--- src/rtl/viterbi_pkg.sv ---
// viterbi_pkg: controller state encoding and symbol constants shared with the core and wrapper
package viterbi_pkg;
  typedef enum logic [2:0] {IDLE, INIT, DATA, FLUSH, DONE} ctrl_state_e;
  localparam logic [1:0] SYM_ZERO = 2'b00;
endpackage

--- src/rtl/viterbi_bit_packer.sv ---
// viterbi_bit_packer: packs decoded bits LSB-first into bytes behind a one-entry holding register
module viterbi_bit_packer (
  input  logic       clk,
  input  logic       rst_n,
  input  logic       clear,
  input  logic       take,
  input  logic       bit_in,
  input  logic [2:0] pos,
  input  logic       final_bit,
  input  logic       force_out,
  input  logic       out_ready,
  output logic       out_valid,
  output logic [7:0] out_byte,
  output logic       out_last,
  output logic       err_overrun
);
  logic [7:0] sr, nxt;
  logic last, complete;
  always_comb begin
    nxt = sr;
    if (take) nxt[pos] = bit_in;
  end
  assign last = force_out | (take & final_bit);
  assign complete = last | (take & (pos == 3'd7));
  // shift reg clears on every completion so a short final byte is zero-padded
  always_ff @(posedge clk or negedge rst_n) begin
    if (!rst_n) begin
      sr          <= '0;
      out_valid   <= 1'b0;
      out_byte    <= '0;
      out_last    <= 1'b0;
      err_overrun <= 1'b0;
    end else if (clear) begin
      sr          <= '0;
      err_overrun <= 1'b0;
    end else begin
      sr <= complete ? '0 : nxt;
      if (complete && out_valid && !out_ready) err_overrun <= 1'b1;
      else if (complete) begin
        out_valid <= 1'b1;
        out_byte  <= nxt;
        out_last  <= last;
      end else if (out_valid && out_ready) out_valid <= 1'b0;
    end
  end
endmodule

--- src/rtl/viterbi_frame_ctrl.sv ---
// viterbi_frame_ctrl: frame sequencer feeding the viterbi core, appending flush symbols
// until every decoded bit of the frame is collected and packed into bytes.
module viterbi_frame_ctrl
  import viterbi_pkg::*;
#(
  parameter int K     = 3,
  parameter int D_TB  = 8,
  parameter int LEN_W = 8
) (
  input  logic             clk,
  input  logic             rst_n,
  input  logic             frame_start,
  input  logic [LEN_W-1:0] frame_len,
  input  logic             host_sym_valid,
  input  logic [1:0]       host_sym,
  output logic             host_sym_ready,
  output logic             core_sym_valid,
  output logic [1:0]       core_sym,
  input  logic             core_sym_ready,
  output logic             core_force_s0,
  input  logic             core_dec_valid,
  input  logic             core_dec_bit,
  output logic             out_valid,
  output logic [7:0]       out_byte,
  output logic             out_last,
  input  logic             out_ready,
  output logic             busy,
  output logic             err_overrun,
  output logic             err_flush
);
  localparam int FLUSH_MAX = D_TB + K + 2;
  localparam int FW = $clog2(FLUSH_MAX + 1);
  ctrl_state_e state, state_nx;
  logic [LEN_W-1:0] len_q, sym_cnt, bit_cnt;
  logic [FW-1:0] flush_cnt;
  logic start, take, core_hs, bits_done, flush_timeout;
  assign busy = (state != IDLE) | out_valid;
  assign start = frame_start & (frame_len != '0) & !busy;
  assign bits_done = bit_cnt == len_q;
  assign flush_timeout = (state == FLUSH) & !bits_done & (flush_cnt == FW'(FLUSH_MAX));
  assign take = core_dec_valid & (state inside {INIT, DATA, FLUSH}) & !bits_done;
  assign core_hs = core_sym_valid & core_sym_ready;
  always_comb begin
    state_nx       = state;
    core_force_s0  = 1'b0;
    core_sym_valid = 1'b0;
    core_sym       = SYM_ZERO;
    host_sym_ready = 1'b0;
    case (state)
      IDLE: state_nx = start ? INIT : IDLE;
      INIT: begin
        core_force_s0 = 1'b1;
        state_nx      = DATA;
      end
      DATA: begin
        core_sym_valid = host_sym_valid;
        core_sym       = host_sym;
        host_sym_ready = core_sym_ready;
        state_nx = (host_sym_valid && core_sym_ready && sym_cnt == len_q - 1'b1) ? FLUSH : DATA;
      end
      FLUSH: begin
        core_sym_valid = !(bits_done || flush_timeout);
        state_nx       = (bits_done || flush_timeout) ? DONE : FLUSH;
      end
      DONE: state_nx = out_valid ? DONE : IDLE;
      default: state_nx = IDLE;
    endcase
  end
  always_ff @(posedge clk or negedge rst_n) begin
    if (!rst_n) begin
      state     <= IDLE;
      len_q     <= '0;
      sym_cnt   <= '0;
      bit_cnt   <= '0;
      flush_cnt <= '0;
      err_flush <= 1'b0;
    end else begin
      state <= state_nx;
      if (start) begin
        len_q     <= frame_len;
        sym_cnt   <= '0;
        bit_cnt   <= '0;
        flush_cnt <= '0;
        err_flush <= 1'b0;
      end else begin
        if (state == DATA && core_hs) sym_cnt <= sym_cnt + 1'b1;
        if (state == FLUSH && core_hs) flush_cnt <= flush_cnt + 1'b1;
        if (take) bit_cnt <= bit_cnt + 1'b1;
        if (flush_timeout) err_flush <= 1'b1;
      end
    end
  end
  viterbi_bit_packer u_packer (
    .clk        (clk),
    .rst_n      (rst_n),
    .clear      (start),
    .take       (take),
    .bit_in     (core_dec_bit),
    .pos        (bit_cnt[2:0]),
    .final_bit  (bit_cnt == len_q - 1'b1),
    .force_out  (flush_timeout),
    .out_ready  (out_ready),
    .out_valid  (out_valid),
    .out_byte   (out_byte),
    .out_last   (out_last),
    .err_overrun(err_overrun)
  );
endmodule
--- config.mk ---
export PLATFORM = sky130hd
export DESIGN_NAME = viterbi_frame_ctrl
export DESIGN_NICKNAME = d
export VERILOG_FILES = /design/src/rtl/viterbi_pkg.sv /design/src/rtl/viterbi_bit_packer.sv /design/src/rtl/viterbi_frame_ctrl.sv
export SDC_FILE = /design/constraint.sdc
export NUM_CORES = 1
export LEC_CHECK = 0
export CORE_MARGIN = 2
export CORE_UTILIZATION = 46
export CTS_BUF_LIST = sky130_fd_sc_hd__clkbuf_8
export CTS_CLUSTER_SIZE = 8
export DETAILED_ROUTE_END_ITERATION = 10
export DONT_BUFFER_PORTS = 1
export PLACE_DENSITY = 0.72
export SYNTH_ARGS = -nofsm -noshare
export SYNTH_HDL_FRONTEND = slang
export SYNTH_SLANG_ARGS = --single-unit
--- constraint.sdc ---
create_clock -name clk -period 2.8 [get_ports clk]
set_clock_uncertainty 0.15 [all_clocks]
set_input_delay 0.28 -clock clk [delete_from_list [all_inputs] [get_ports clk]]
set_output_delay 0.28 -clock clk [all_outputs]
set_load 0.005 [all_outputs]
==> impl_metrics.tcl, run 1 <==
set metrics [dict create \
    status "finished, final reports clean" \
    drv_cap 0 \
    hold_path_class "primary input to flop" \
    gp_congestion 0.941 \
    async_reset_ff_share_pct 100 \
    n_antenna_cell 0 \
    viasPerCell 5.63 \
    p_per_area_nw_per_um2 1040 \
    finalNetCount 348 \
    tightest_slew_ps 605 \
    die_height_um 85.6 \
    worstPathMaxFanout 6 \
    cts-resized-gates 0 \
    die_w_um 85.6 \
    area_delta_synth_final_pct 9.80 \
    ys_top_cells_by_area "dfrtp_1 42%, mux2i_1 6.5%, xor2_1 5.7%, xnor2_1 4.9%, nor2_1 4.8%" \
    clk_latency_ps 310 \
    grt_max_degree 52 \
    cts_tree "done" \
    start_kind "flop" \
    yosysTopAreaCellShare_pct 41.6 \
    coreArea_um2 6390 \
    grt_pass1_wl_um 11100 \
    drt_iter0_markers 127 \
    yosys_warnings 0 \
    vdd_drop_max_mv 0.581 \
    yosys.area.top_type "dfrtp_1" \
    portBuffers 0 \
    dpl.hpwl_um 4730 \
    firstDrtPassIters 4 \
    critical_path.top_delay_family "compound AO/OA/AOI/OAI gates" \
    postSynthAreaPerCell_um2 9.76 \
    grt_pass1_vias 2291 \
    rsz0062_at_grt "false" \
    fin_tns_setup_ps 0 \
    max_stage_delay_ps 460 \
    clk_pin_slew_ps 100 \
    postCtsSetupBuffers 0 \
    ant_nets 0 \
    syn_nets 338 \
    drive_gt1_share_pct 12.6 \
    crit_chain "inv_1 -> ha_1 -> nor3b_4 -> nand2_1 -> a221oi_1 -> o2111a_2 -> nor4_1 -> a2111oi_2" \
    initial_utilization_pct 48.0 \
    yosysSeqAreaShare_pct 41.6 \
    power_leakage_nw 1.46 \
    hold_viol 0 \
    cp-end-kind "flop" \
    finalMaxSlewViolations 0 \
    worstPathArrival_ps 2660 \
    crit_buf_inv 1 \
    ctsLongestPathBuffers 2 \
    min_period_ps 2600 \
    via_count 2264 \
    drt-total-wl_um 6460 \
    crit_path_top_delay_cell "dfrtp_1" \
    h-tree-depth 2 \
    post-synth-top-count-cell "dfrtp_1" \
    path_class "flop to flop" \
    synthFlopType "dfrtp_1" \
    synth_cell_types 52 \
    numCtsBuffers 5 \
    synth_edf_count 0 \
    pin_count 36 \
    setup_viol 0 \
    cts-root-buf "clkbuf_8" \
    p_total_w 0.00350 \
    cp.required_ps 2860 \
    track_usage_pct 18.9 \
    yosys-top-cells-count "51 x dfrtp_1, 39 x nor2_1, 21 x nand2_1" \
    clkSinkCount 51 \
    syn_area_um2 3070 \
    grt_overflow 0 \
    synth_cells 314 \
    period_share_pct 92.8 \
    max_freq_mhz 385 \
    wl_per_cell_um 16.1 \
    antenna_found_initial 0 \
    drc 0 \
    die_area_um2 7330 \
    ys_seq_elements 51 \
    relSlewSlack_pct 59.3 \
    num_rows 29 \
]
[layer usage]
layer / vias to the layer above / share of wire, % / global-route usage, %
met5: - / 0 / 0
met4: 0 / 1.5 / 4.91
met3: 10 / 3.4 / 3.37
met2: 37 / 49 / 31.5
met1: 1108 / 46 / 25.6
li1: 1109 / - / -
[state kept, by name, indices dropped and copies added, names as in the netlist]
register and count:
state 3, flush_cnt 4, u_packer.out_last 1, u_packer.out_valid 1, u_packer.out_byte 8, u_packer.err_overrun 1, err_flush 1, sym_cnt 8
bit_cnt 8, len_q 8, u_packer.sr 8
[final timing paths]
kind,depth (start not counted),slack (ps),startpoint,end
setup / recovery,8,200,len_q[0]$_DFFE_PN0P_,u_packer.err_overrun$_DFFE_PN0P_
hold / removal,2,3,core_dec_bit,u_packer.sr[0]$_DFF_PN0_
setup reg to reg,8,200,len_q[0]$_DFFE_PN0P_,u_packer.err_overrun$_DFFE_PN0P_
hold reg to reg,2,380,u_packer.sr[2]$_DFF_PN0_,u_packer.sr[2]$_DFF_PN0_
max in group asynchronous,2,1930,rst_n,len_q[4]$_DFFE_PN0P_
min in group asynchronous,2,330,rst_n,state[0]$_DFF_PN0_
[cell type report]
type	instances	area, um2
Fill cell	574	3020
Multi-Input combinational cell	232	1660
Sequential cell	51	1280
Timing Repair Buffer	20	193
Tap cell	77	96.3
Clock buffer	5	68.8
Inverter	14	52.6
Clock inverter	3	22.5
[report_power, final]
group,internal [W],switching (W)
Clock,0.000180,0.000263
Combinational,0.000782,0.000926
Sequential,0.00102,0.000324
Total,0.00198,0.00151
[stage by stage]
stage | cell area [um2] | setup WS, ps | cells | util (%) | hold slack (ps)
6_report | 3370 | 202 | 402 | 52.7 | 2.58
5_1_grt | 3370 | 20.1 | 402 | 52.7 | 20.3
4_1_cts | 3370 | 228 | 402 | 52.7 | 2.21
3_5_place_dp | 3160 | 252 | 384 | 49.4 | -164
3_3_place_gp | 3160 | 346 | 384 | 49.4 | -164
2_1_floorplan | 3070 | 501 | 314 | - | -166
[placed cells by master (no fill, tap or decap), types with 2 or more instances in the layout]
cell | netlist | final
and3_1 | 4 | 4
nand3_1 | 10 | 10
nor3_1 | 6 | 6
a31oi_1 | 6 | 6
ha_1 | 6 | 6
a21oi_2 | 4 | 4
nand4bb_1 | 2 | 2
xor2_1 | 20 | 20
nand2_1 | 21 | 21
mux2i_1 | 20 | 20
nand4_1 | 8 | 8
and4bb_1 | 2 | 2
clkbuf_8 | 0 | 5
a21oi_1 | 5 | 5
mux2_2 | 6 | 6
and2_1 | 4 | 4
nor3b_1 | 5 | 5
and3b_1 | 2 | 2
dlygate4sd3_1 | 0 | 9
xnor2_1 | 17 | 17
buf_4 | 2 | 10
inv_1 | 14 | 14
or2_2 | 2 | 2
o21ai_0 | 7 | 7
nand2b_1 | 4 | 4
nor4_1 | 6 | 6
nor2b_1 | 3 | 3
nor2_1 | 39 | 39
dfrtp_1 | 51 | 51
nand4b_1 | 2 | 2
[logic make-up after synthesis]
| kind of cell | after synthesis | share of synthesized area (%) |
|---|---|---|
| and+or+nand+nor | 125 | 22.4 |
| DFF | 51 | 41.6 |
| xor gates and xnor gates | 38 | 11.1 |
| AOI/OAI and AO/OA | 37 | 9.35 |
| buffers and inverters | 31 | 4.33 |
| muxes | 26 | 8.73 |
| adders and majority gates | 6 | 2.45 |
[what timing repair did]
item | 4_1_cts | 5_1_grt
endpoints found under the hold margin | 59 | 0
setup endpoints to repair | 0 | 0
hold buffers | 10 | 0
No activity file was read; power rests on OpenSTA's default activity.
==> inputs of run 2 (changes only) <==
==> constraint.sdc (replaced) <==
create_clock -name clk -period 2.7 [get_ports clk]
set_clock_uncertainty 0.15 [all_clocks]
set_input_delay 0.27 -clock clk [delete_from_list [all_inputs] [get_ports clk]]
set_output_delay 0.27 -clock clk [all_outputs]
set_load 0.005 [all_outputs]
==> impl_metrics.tcl, run 2 (synthesis results as in run 1) <==
set metrics [dict create \
    status "finished, final reports clean" \
    wl_per_cell_um 16.3 \
    reg2reg_slack_ps 220 \
    drt-total-wl_um 6550 \
    busiest_layer "met2" \
    min_period_ps 2490 \
    vdd_drop_max_mv 0.526 \
    power_leakage_nw 1.46 \
    tightest_slew_ps 570 \
    switchingPower_w 0.00156 \
    postCtsSetupBuffers 0 \
    path_class "flop to primary output" \
    setup_viol 0 \
    crit_chain "xor2_1 -> nor4_4 -> nand2_1 -> a31oi_1 -> nor3b_1" \
    ant_nets 0 \
    fin_tns_setup_ps 0 \
    antenna_found_initial 0 \
    grtUsageMet3_pct 3.46 \
    hold_ws_ps 4.66 \
    p_clk_share_pct 12.7 \
    numCtsBuffers 5 \
    n_antenna_cell 0 \
    max_freq_mhz 402 \
    dpl.hpwl_um 4750 \
    drc 0 \
    final_cell_mix "50 x dfrtp_1, 39 x nor2_1, 21 x nand2_1, 20 x xor2_1, 20 x mux2i_1" \
    die_w_um 85.6 \
    grt_pass1_wl_um 11000 \
    area_delta_synth_final_pct 10.2 \
    layout_commonest_cell "dfrtp_1" \
    period_share_pct 92.0 \
    crit_path_top_delay_cell "dfrtp_1" \
    switching_share_pct 43.3 \
    pin_count 36 \
    grt_use_met2_pct 30.1 \
    clk_pin_slew_ps 100 \
    place_inst 384 \
    viasPerCell 5.65 \
    rr_worst_depth 8 \
    cts-root-buf "clkbuf_8" \
    die_height_um 85.6 \
    rsz0062_at_grt "false" \
    die_area_um2 7330 \
    fin_ws_ps 215 \
    hold_path_class "primary input to flop" \
    combPwrFrac_pct 47.9 \
    dp_slack_ps 173 \
    timing.rr.end "u_packer.err_overrun$_DFFE_PN0P_" \
    grt_pass1_vias 2274 \
    portBuffers 0 \
    worstPathArrival_ps 2070 \
    grt_overflow 0 \
    p_seq_share_pct 39.3 \
    cp-end-kind "primary output" \
    ctsLongestPathBuffers 2 \
    coreArea_um2 6390 \
    track_usage_pct 18.8 \
    cts_tree "done" \
    via_count 2278 \
    reg2reg_from "len_q[0]$_DFFE_PN0P_" \
    intPower_w 0.00205 \
    worstPathMaxFanout 8 \
    grt_max_degree 52 \
    p_per_area_nw_per_um2 1070 \
    hold_viol 0 \
    h-tree-depth 2 \
    worstSetupEndpoint "core_sym_valid" \
    crit_buf_inv 0 \
    drv_cap 0 \
    critical_path.top_delay_family "simple AND/OR/NAND/NOR gates" \
    drive_gt1_share_pct 13.2 \
    drt_iter0_markers 199 \
    initial_utilization_pct 48.0 \
    finalMaxSlewViolations 0 \
    num_rows 29 \
    gp_congestion 1.02 \
    cp.required_ps 2280 \
    grtUsageMet1_pct 25.5 \
    startpoint "len_q[3]$_DFFE_PN0P_" \
    cp.depth 5 \
    max_stage_delay_ps 560 \
    fin_cells 403 \
    finalNetCount 349 \
    firstDrtPassIters 4 \
    relSlewSlack_pct 61.6 \
    clkSinkCount 51 \
    clk_latency_ps 310 \
    start_kind "flop" \
]
[run 2: changes by cell type in the layout (fill, tap and decap cells not counted)]
| cell | change |
|---|---|
| dfrtp_1 | -1 |
| dfrtp_2 | +1 |
| dlygate4sd3_1 | +1 |
| ha_1 | -1 |
| ha_2 | +1 |
[run 2: how the worst min path moves through the flow]
stage                                to    startpoint  slack, ps  depth (start not counted)
2_1_floorplan    bit_cnt[0]$_DFFE_PN0P_         rst_n       -180                          0
3_3_place_gp   flush_cnt[0]$_DFFE_PN0P_         rst_n       -170                          0
3_5_place_dp   flush_cnt[0]$_DFFE_PN0P_         rst_n       -170                          0
4_1_cts        u_packer.sr[7]$_DFF_PN0_  core_dec_bit          3                          2
5_1_grt        u_packer.sr[5]$_DFF_PN0_  core_dec_bit          8                          2
6_report       u_packer.sr[7]$_DFF_PN0_  core_dec_bit          5                          2
[run 2: layer usage]
metal | vias up | routed length [um]
li1 | 1110 | -
met1 | 1108 | 3000
met2 | 49 | 3190
met3 | 11 | 245
met4 | 0 | 126
met5 | - | 0
[run 2: final cells by class]
class,count,area (um2)
fillers,569,3010
multi-input cells,232,1660
flip-flops and latches,51,1280
repair buffers,21,203
well taps,77,96.3
clock buffers,5,68.8
inverters,14,52.6
clock inverters,3,22.5
[run 2: worst reg2reg max path: stages, from the launching register on]
cell,delay (ps)
dfrtp_2,460
inv_1,90
ha_2,230
nor3b_4,290
nand2_1,130
a221oi_1,340
o2111a_2,290
nor4_1,70
a2111oi_2,320
[run 2: power by group through the flow]
| stage | clock (W) | sequential [W] | combinational (W) |
|---|---|---|---|
| after floorplan | 0 | 0.00125 | 0.00150 |
| after CTS | 0.000469 | 0.00143 | 0.00173 |
| after detailed placement | 0 | 0.00144 | 0.00169 |
| after global routing | 0.000499 | 0.00147 | 0.00194 |
| after global placement | 0 | 0.00143 | 0.00165 |
| final | 0.000460 | 0.00142 | 0.00173 |
[run 2: through the flow]
| stage | util, % | area, um2 | total power (W) |
|---|---|---|---|
| final | 52.9 | 3380 | 0.00362 |
| after CTS | 52.9 | 3380 | 0.00363 |
| after global placement | 49.4 | 3160 | 0.00308 |
| after detailed placement | 49.4 | 3160 | 0.00313 |
| after global routing | 52.9 | 3380 | 0.00391 |
| after floorplan | - | 3070 | 0.00275 |
[run 2: what timing repair did]
action | in CTS | in global routing
endpoints found under the hold margin | 63 | 0
resized for setup | 0 | 2
hold buffers | 11 | 0
endpoints found under the setup margin | 0 | 3
